File: src/rtl/imem_loader_pkg.sv
`default_nettype none
// ============================================================================
//  Module      : imem_loader_pkg
//  Description : Shared types and constants for the instruction memory loader.
//  Revision    : 1.0 - initial release
// ============================================================================
package imem_loader_pkg;

    localparam int WORD_BYTES = 4;
    localparam int IDX_W      = 16;

    // Loader FSM state encoding
    typedef logic [2:0] state_t;
    localparam state_t ST_IDLE = 3'd0;
    localparam state_t ST_HDR  = 3'd1;
    localparam state_t ST_LOAD = 3'd2;
    localparam state_t ST_DONE = 3'd3;
    localparam state_t ST_ERR  = 3'd4;

    // Byte address of instruction word 'idx' relative to 'base'
    function automatic logic [31:0] word_addr(input logic [31:0] base,
                                              input logic [IDX_W-1:0] idx);
        return base + {{(30-IDX_W){1'b0}}, idx, 2'b00};
    endfunction

endpackage
`default_nettype wire

File: src/rtl/imem_loader_if.sv
`default_nettype none
// ============================================================================
//  Module      : imem_loader_if
//  Description : Byte stream, instruction memory write port and status bundle
//                of the instruction memory loader.
//  Revision    : 1.0 - initial release
// ============================================================================
interface imem_loader_if;
    import imem_loader_pkg::*;

    logic             start;
    logic [7:0]       in_byte;
    logic             in_valid;
    logic             in_ready;
    logic             im_we;
    logic [31:0]      im_addr;
    logic [31:0]      im_wdata;
    logic             cpu_hold;
    logic             load_done;
    logic             load_err;
    logic [IDX_W-1:0] words_loaded;

    // Boot controller / stream source side
    modport master (
        output start, in_byte, in_valid,
        input  in_ready, im_we, im_addr, im_wdata,
        input  cpu_hold, load_done, load_err, words_loaded
    );

    // Loader side
    modport slave (
        input  start, in_byte, in_valid,
        output in_ready, im_we, im_addr, im_wdata,
        output cpu_hold, load_done, load_err, words_loaded
    );

endinterface
`default_nettype wire

File: src/rtl/imem_loader_packer.sv
`default_nettype none
// ============================================================================
//  Module      : byte_to_word_packer
//  Description : Assembles big-endian bytes into 32-bit words. The completed
//                word and its strobe are presented combinationally in the
//                cycle the last byte is accepted, so the consumer can act on
//                the same clock edge.
//  Revision    : 1.0 - initial release
// ============================================================================
module byte_to_word_packer
    import imem_loader_pkg::*;
#(
    parameter int CNT_W = $clog2(WORD_BYTES)
) (
    input  wire logic             clk,
    input  wire logic             rst,
    input  wire logic             clear,
    input  wire logic [7:0]       in_byte,
    input  wire logic             in_valid,
    input  wire logic             accept,
    output logic [31:0]           word,
    output logic                  word_valid,
    output logic [CNT_W-1:0]      byte_cnt
);

    logic [8*(WORD_BYTES-1)-1:0] r_sr;
    logic [CNT_W-1:0]            r_cnt;
    logic                        w_take;

    assign w_take     = in_valid & accept;
    assign word       = {r_sr, in_byte};
    assign word_valid = w_take && (r_cnt == CNT_W'(WORD_BYTES - 1));
    assign byte_cnt   = r_cnt;

    // Shift accepted bytes in and count position within the word; a partial word holds while idle
    always_ff @(posedge clk) begin
        if (rst || clear) begin
            r_sr  <= '0;
            r_cnt <= '0;
        end else if (w_take) begin
            r_sr  <= {r_sr[8*(WORD_BYTES-2)-1:0], in_byte};
            r_cnt <= r_cnt + CNT_W'(1);
        end
    end

endmodule
`default_nettype wire

File: src/rtl/imem_loader.sv
`default_nettype none
// ============================================================================
//  Module      : imem_loader
//  Description : Boot-time instruction memory writer. Reads a word count N
//                followed by N big-endian instruction words from a byte
//                stream, writes them to consecutive word addresses and holds
//                the CPU until the load completes.
//  Revision    : 1.0 - initial release
// ============================================================================
module imem_loader
    import imem_loader_pkg::*;
#(
    parameter int          DEPTH_WORDS = 256,
    parameter logic [31:0] BASE_ADDR   = 32'd0
) (
    input  wire logic     clk,
    input  wire logic     rst,
    imem_loader_if.slave  bus
);

    state_t           r_state;
    logic [31:0]      r_n;
    logic [IDX_W-1:0] r_index;
    logic [IDX_W-1:0] r_words;
    logic             r_we;
    logic [31:0]      r_addr;
    logic [31:0]      r_wdata;
    logic             r_done;

    logic             w_in_ready;
    logic             w_start_ok;
    logic [31:0]      w_word;
    logic             w_word_valid;
    logic [1:0]       w_byte_cnt;
    logic             w_last_idx;

    assign w_in_ready = (r_state == ST_HDR) || (r_state == ST_LOAD);
    assign w_start_ok = bus.start &&
                        ((r_state == ST_IDLE) || (r_state == ST_DONE) || (r_state == ST_ERR));
    assign w_last_idx = ({{(32-IDX_W){1'b0}}, r_index} == (r_n - 32'd1));

    byte_to_word_packer #(
        .CNT_W (2)
    ) u_packer (
        .clk        (clk),
        .rst        (rst),
        .clear      (w_start_ok),
        .in_byte    (bus.in_byte),
        .in_valid   (bus.in_valid),
        .accept     (w_in_ready),
        .word       (w_word),
        .word_valid (w_word_valid),
        .byte_cnt   (w_byte_cnt)
    );

    // Load sequencing: header decode, one write per completed word, done/error entry
    always_ff @(posedge clk) begin
        if (rst) begin
            r_state <= ST_IDLE;
            r_n     <= '0;
            r_index <= '0;
            r_words <= '0;
            r_we    <= 1'b0;
            r_addr  <= '0;
            r_wdata <= '0;
            r_done  <= 1'b0;
        end else begin
            r_we   <= 1'b0;
            r_done <= 1'b0;
            case (r_state)
                ST_IDLE, ST_DONE, ST_ERR: begin
                    if (bus.start) begin
                        r_state <= ST_HDR;
                        r_index <= '0;
                        r_words <= '0;
                    end
                end
                ST_HDR: begin
                    if (w_word_valid) begin
                        r_n <= w_word;
                        if (w_word == 32'd0) begin
                            r_state <= ST_DONE;
                            r_done  <= 1'b1;
                        end else if (w_word > 32'(DEPTH_WORDS)) begin
                            r_state <= ST_ERR;
                        end else begin
                            r_state <= ST_LOAD;
                        end
                    end
                end
                ST_LOAD: begin
                    if (w_word_valid) begin
                        r_we    <= 1'b1;
                        r_wdata <= w_word;
                        r_addr  <= word_addr(BASE_ADDR, r_index);
                        r_index <= r_index + IDX_W'(1);
                        r_words <= r_words + IDX_W'(1);
                        if (w_last_idx) begin
                            r_state <= ST_DONE;
                            r_done  <= 1'b1;
                        end
                    end
                end
                default: r_state <= ST_IDLE;
            endcase
        end
    end

    assign bus.in_ready     = w_in_ready;
    assign bus.im_we        = r_we;
    assign bus.im_addr      = r_addr;
    assign bus.im_wdata     = r_wdata;
    assign bus.cpu_hold     = (r_state != ST_DONE);
    assign bus.load_done    = r_done;
    assign bus.load_err     = (r_state == ST_ERR);
    assign bus.words_loaded = r_words;

    // Byte position is only of interest for debug visibility
    logic w_unused;
    assign w_unused = ^w_byte_cnt;

endmodule
`default_nettype wire

File: src/flat_wrapper.sv
// flat-port wrapper written by rule: the top's interface ports become plain ports
module imem_loader_flat import imem_loader_pkg::*;
#(
    parameter int          DEPTH_WORDS = 256,
    parameter logic [31:0] BASE_ADDR   = 32'd0
)
  (clk, rst, bus_start, bus_in_byte, bus_in_valid, bus_in_ready, bus_im_we, bus_im_addr, bus_im_wdata, bus_cpu_hold, bus_load_done, bus_load_err, bus_words_loaded);
  imem_loader_if bus_i ();
  input  wire logic clk;
  input  wire logic rst;
  input wire logic [$bits(bus_i.start)-1:0] bus_start;
  input wire logic [$bits(bus_i.in_byte)-1:0] bus_in_byte;
  input wire logic [$bits(bus_i.in_valid)-1:0] bus_in_valid;
  output wire logic [$bits(bus_i.in_ready)-1:0] bus_in_ready;
  output wire logic [$bits(bus_i.im_we)-1:0] bus_im_we;
  output wire logic [$bits(bus_i.im_addr)-1:0] bus_im_addr;
  output wire logic [$bits(bus_i.im_wdata)-1:0] bus_im_wdata;
  output wire logic [$bits(bus_i.cpu_hold)-1:0] bus_cpu_hold;
  output wire logic [$bits(bus_i.load_done)-1:0] bus_load_done;
  output wire logic [$bits(bus_i.load_err)-1:0] bus_load_err;
  output wire logic [$bits(bus_i.words_loaded)-1:0] bus_words_loaded;
  assign bus_i.start = bus_start;
  assign bus_i.in_byte = bus_in_byte;
  assign bus_i.in_valid = bus_in_valid;
  assign bus_in_ready = bus_i.in_ready;
  assign bus_im_we = bus_i.im_we;
  assign bus_im_addr = bus_i.im_addr;
  assign bus_im_wdata = bus_i.im_wdata;
  assign bus_cpu_hold = bus_i.cpu_hold;
  assign bus_load_done = bus_i.load_done;
  assign bus_load_err = bus_i.load_err;
  assign bus_words_loaded = bus_i.words_loaded;
  imem_loader #(.DEPTH_WORDS(DEPTH_WORDS), .BASE_ADDR(BASE_ADDR)) u_core (.clk(clk), .rst(rst), .bus(bus_i));
endmodule
File: config.mk
export PLATFORM = sky130hd
export DESIGN_NAME = imem_loader_flat
export DESIGN_NICKNAME = d
export VERILOG_FILES = /design/src/rtl/imem_loader_pkg.sv /design/src/rtl/imem_loader_if.sv /design/src/rtl/imem_loader_packer.sv /design/src/rtl/imem_loader.sv /design/src/flat_wrapper.sv
export SDC_FILE = /design/constraint.sdc
export NUM_CORES = 1
export LEC_CHECK = 0
export ABC_AREA = 0
export BUFFER_PORTS_ARGS = -buffer_cell sky130_fd_sc_hd__buf_4
export CAP_MARGIN = 0
export CORE_MARGIN = 5
export CORE_UTILIZATION = 45
export CTS_CLUSTER_SIZE = 24
export DETAILED_ROUTE_END_ITERATION = 16
export GPL_TIMING_DRIVEN = 0
export HOLD_SLACK_MARGIN = 0.02
export PLACE_DENSITY = 0.76
export REMOVE_ABC_BUFFERS = 1
export SYNTH_ARGS = -nofsm -noshare
export SYNTH_HDL_FRONTEND = slang
export SYNTH_HIERARCHICAL = 1
export SYNTH_SLANG_ARGS = --single-unit
File: constraint.sdc
create_clock -name clk -period 4.45 [get_ports clk]
set_input_delay 0.445 -clock clk [delete_from_list [all_inputs] [get_ports clk]]
set_output_delay 0.445 -clock clk [all_outputs]
set_load 0.02 [all_outputs]
==> flow_summary_export.csv <==
group,metric,value,unit
placed_design,place_congestion,0.943,
worst_setup_path,reg2reg_from,"u_core/r_state[0]",
route,via_per_inst,5.41,
floorplanning,fp-row-count,44,
timing,fin_setup_tns,0,ps
floorplanning,die_w,132,um
timing,slew_headroom,6.70,%
floorplanning,initial_core_util,45.8,%
timing,whs,296,ps
run_status,outcome,"finished, final reports clean",
job,drv_cap,0,
logic_synthesis,syn_area,0.00666,sq mm
route,vias,5638,
power,p_leak,2.79,nW
grt,grt_pass1_vias,4983,
clock_network,clock_latency,430,ps
placed_design,portBuffers,80,
clock_network,cts_htree_levels,4,
placed_design,place_inst,1012,
floorplanning,boundaryPins,97,
worst_setup_path,arrival,4030,ps
timing,max_freq,267,MHz
clock_network,cts_tree,"built",
timing,finalSetupViolations,0,
floorplanning,core,0.0145,sq mm
placed_design,place_area,0.00711,sq mm
clock_network,cts_hold_buf,0,
timing,final_hold_viol_count,0,
logic_synthesis,ys_ff_latch,143,
worst_setup_path,crit_path_start,"u_core/r_state[0]",
clock_network,cts_setup_buffers,0,
timing,clock_skew,12.3,ps
grt,grt_usage,17.1,%
power,ir_worst_vdd,0.000256,V
min_path,hp-class,"in2reg",
worst_setup_path,worst_ep_required_time,4730,ps
clock_network,clock_path_buffers,2,
min_path,worstHoldStart,"bus_in_byte[2]",
route,antenna_left,0,
route,routed_wl,15200,um
worst_setup_path,start_kind,"register",
clock_network,path_clk_slew,60,ps
placed_design,dp_hpwl,10100,um
worst_setup_path,cp-end-kind,"register",
floorplanning,dieArea,0.0173,sq mm
logic_synthesis,ys.flop_type,"dfxtp_1",
grt,grt_max_degree,91,
route,drc,0,
timing,grt_setup_unrepaired,"false",
power,p_per_area,426,mW/mm^2
timing,worst_pin_slew,1400,ps
timing,finalCriticalPeriod,3750,ps
layout,fin_util,52.9,%
layout,fillers,1362,
logic_synthesis,async_reset_ff_share,0,%
route,routedWlPerCell,14.6,um
grt,antenna_found_initial,0,
route,first_pass_iters,5,
layout,drive_gt1_share,17.2,%
clock_network,postCtsResizedCells,0,
timing,setup_ws,705,ps
layout,antenna_cells,0,
logic_synthesis,synth.distinct_cells,55,
layout,fin_cells,1043,
worst_setup_path,critPathMaxFanout,42,
timing,post-route-period-util,84.2,%
route,drt_iter0_markers,403,
placed_design,place_ws,705,ps
logic_synthesis,ys_seq_area_share,43.0,%
power,power,3.28,mW
floorplanning,chipHeight,132,um
layout,fin_nets,863,
grt,grt_pass1_wl,24900,um
layout,area_delta_synth_final,15.6,%
clock_network,cts-buffers-inserted,17,
logic_synthesis,netlist_instances,812,
timing,drv_slew,0,
logic_synthesis,synth_edf_count,0,
worst_setup_path,path_class,"reg2reg",
clock_network,cts-root-buf,"clkbuf_16",
logic_synthesis,avgSynthCellArea,8.20,sq um
clock_network,clock_sinks,143,
logic_synthesis,ys_warn_count,6,
grt,grt-ovfl-total,0,
layout,stdcell_area,0.00769,sq mm
==> flip-flops by register name (all words and copies together) (netlist names) <==
register and cells:
u_core/bus.words_loaded 16, u_core/bus.im_wdata 32, u_core/r_n 32, u_core/r_state 3
u_core/bus.im_we 1, u_core/bus.im_addr 16, u_core/bus.load_done 1, u_core/r_index 16
u_core/u_packer/r_sr 24, u_core/u_packer/byte_cnt 2
==> report_power, final <==
group	internal, mW	switching, mW	total [mW]
clock	0.854	0.550	1.40
combinational	0.166	0.338	0.504
sequential	1.31	0.0613	1.37
==> kinds of logic (layout without fill, tap and decap cells) <==
| family | Yosys count | count (layout) | synth area share [%] |
|---|---|---|---|
| AOI/OAI and AO/OA | 174 | 174 | 17.8 |
| xor gates and xnor gates | 50 | 50 | 6.58 |
| adders and majority gates | 4 | 4 | 0.752 |
| buffers and inverters | 90 | 122 | 7.82 |
| DFF | 143 | 143 | 43.0 |
| muxes | 1 | 1 | 0.150 |
| other | 1 | 16 | 0.0563 |
| and+or+nand+nor | 349 | 349 | 23.8 |
==> per-layer routing <==
layer  share of wire [%]  global-route usage, %  routed length (um)
met2                  45                   26.1                6890
met1                  46                   22.7                7030
met3                 5.6                   4.55                 844
met4                 2.8                   7.54                 425
met5                   0                      0                   0
==> final cells by class <==
cell class              instances  area (sq um)  area share [%]
well taps                     184           230            2.99
multi-input cells             594          3340            43.4
repair buffers                 82           641            8.33
flip-flops and latches        143          2860            37.2
clock inverters                12           134            1.74
clock buffers                  19           453            5.89
inverters                       9          33.8           0.439
==> worst paths after layout <==
check / slack (ps) / to / depth (start not counted)
min: 300 / u_core/bus.im_wdata[2] / 3
max: 700 / u_core/r_index[15] / 11
max reg2reg: 700 / u_core/r_index[15] / 11
min reg2reg: 450 / u_core/bus.im_addr[9] / 2
==> Yosys cell counts, types with 3 or more instances <==
library cell,number,area share (%)
buf_6,11,1.9
or4_1,8,0.90
a21bo_2,4,0.60
and3_1,8,0.75
buf_2,5,0.38
nand4_1,14,1.3
nand2_1,184,10
a211oi_1,4,0.45
nor4_1,17,1.6
inv_1,9,0.51
nand3_1,36,2.7
a21bo_1,22,3.3
nor3_1,11,0.83
ha_1,4,0.75
nor2b_1,3,0.28
a21oi_2,20,2.6
clkbuf_1,40,2.3
or3_1,8,0.75
buf_4,25,2.8
xnor2_1,27,3.6
dfxtp_1,143,43
a21oi_1,95,7.1
o21ai_0,7,0.53
xor2_1,23,3.0
nor2_1,47,2.7
==> cells in the final DEF, fill, tap and decap left out, drive strengths merged, types with 9 or more instances in the layout <==
master	instances
clkbuf	19
inv	12
nand2	184
nand3	36
conb	16
a21bo	26
nor4	18
buf	82
xnor2	27
xor2	23
a21oi	115
or4	9
dfxtp	143
nor3	11
o21ai	9
nor2	47
nand4	14
==> critical path, cell delays in order, from the launching register on <==
cell and delay, ps:
dfxtp_1 580, xnor2_1 170, nor2_4 330, buf_12 250, and3_1 330, mux2i_1 150
o21ai_1 710, nand4_1 340, nor3_1 370, nand4_1 150, xor2_1 140, nor2_1 50
No activity file was read; power rests on OpenSTA's default activity.
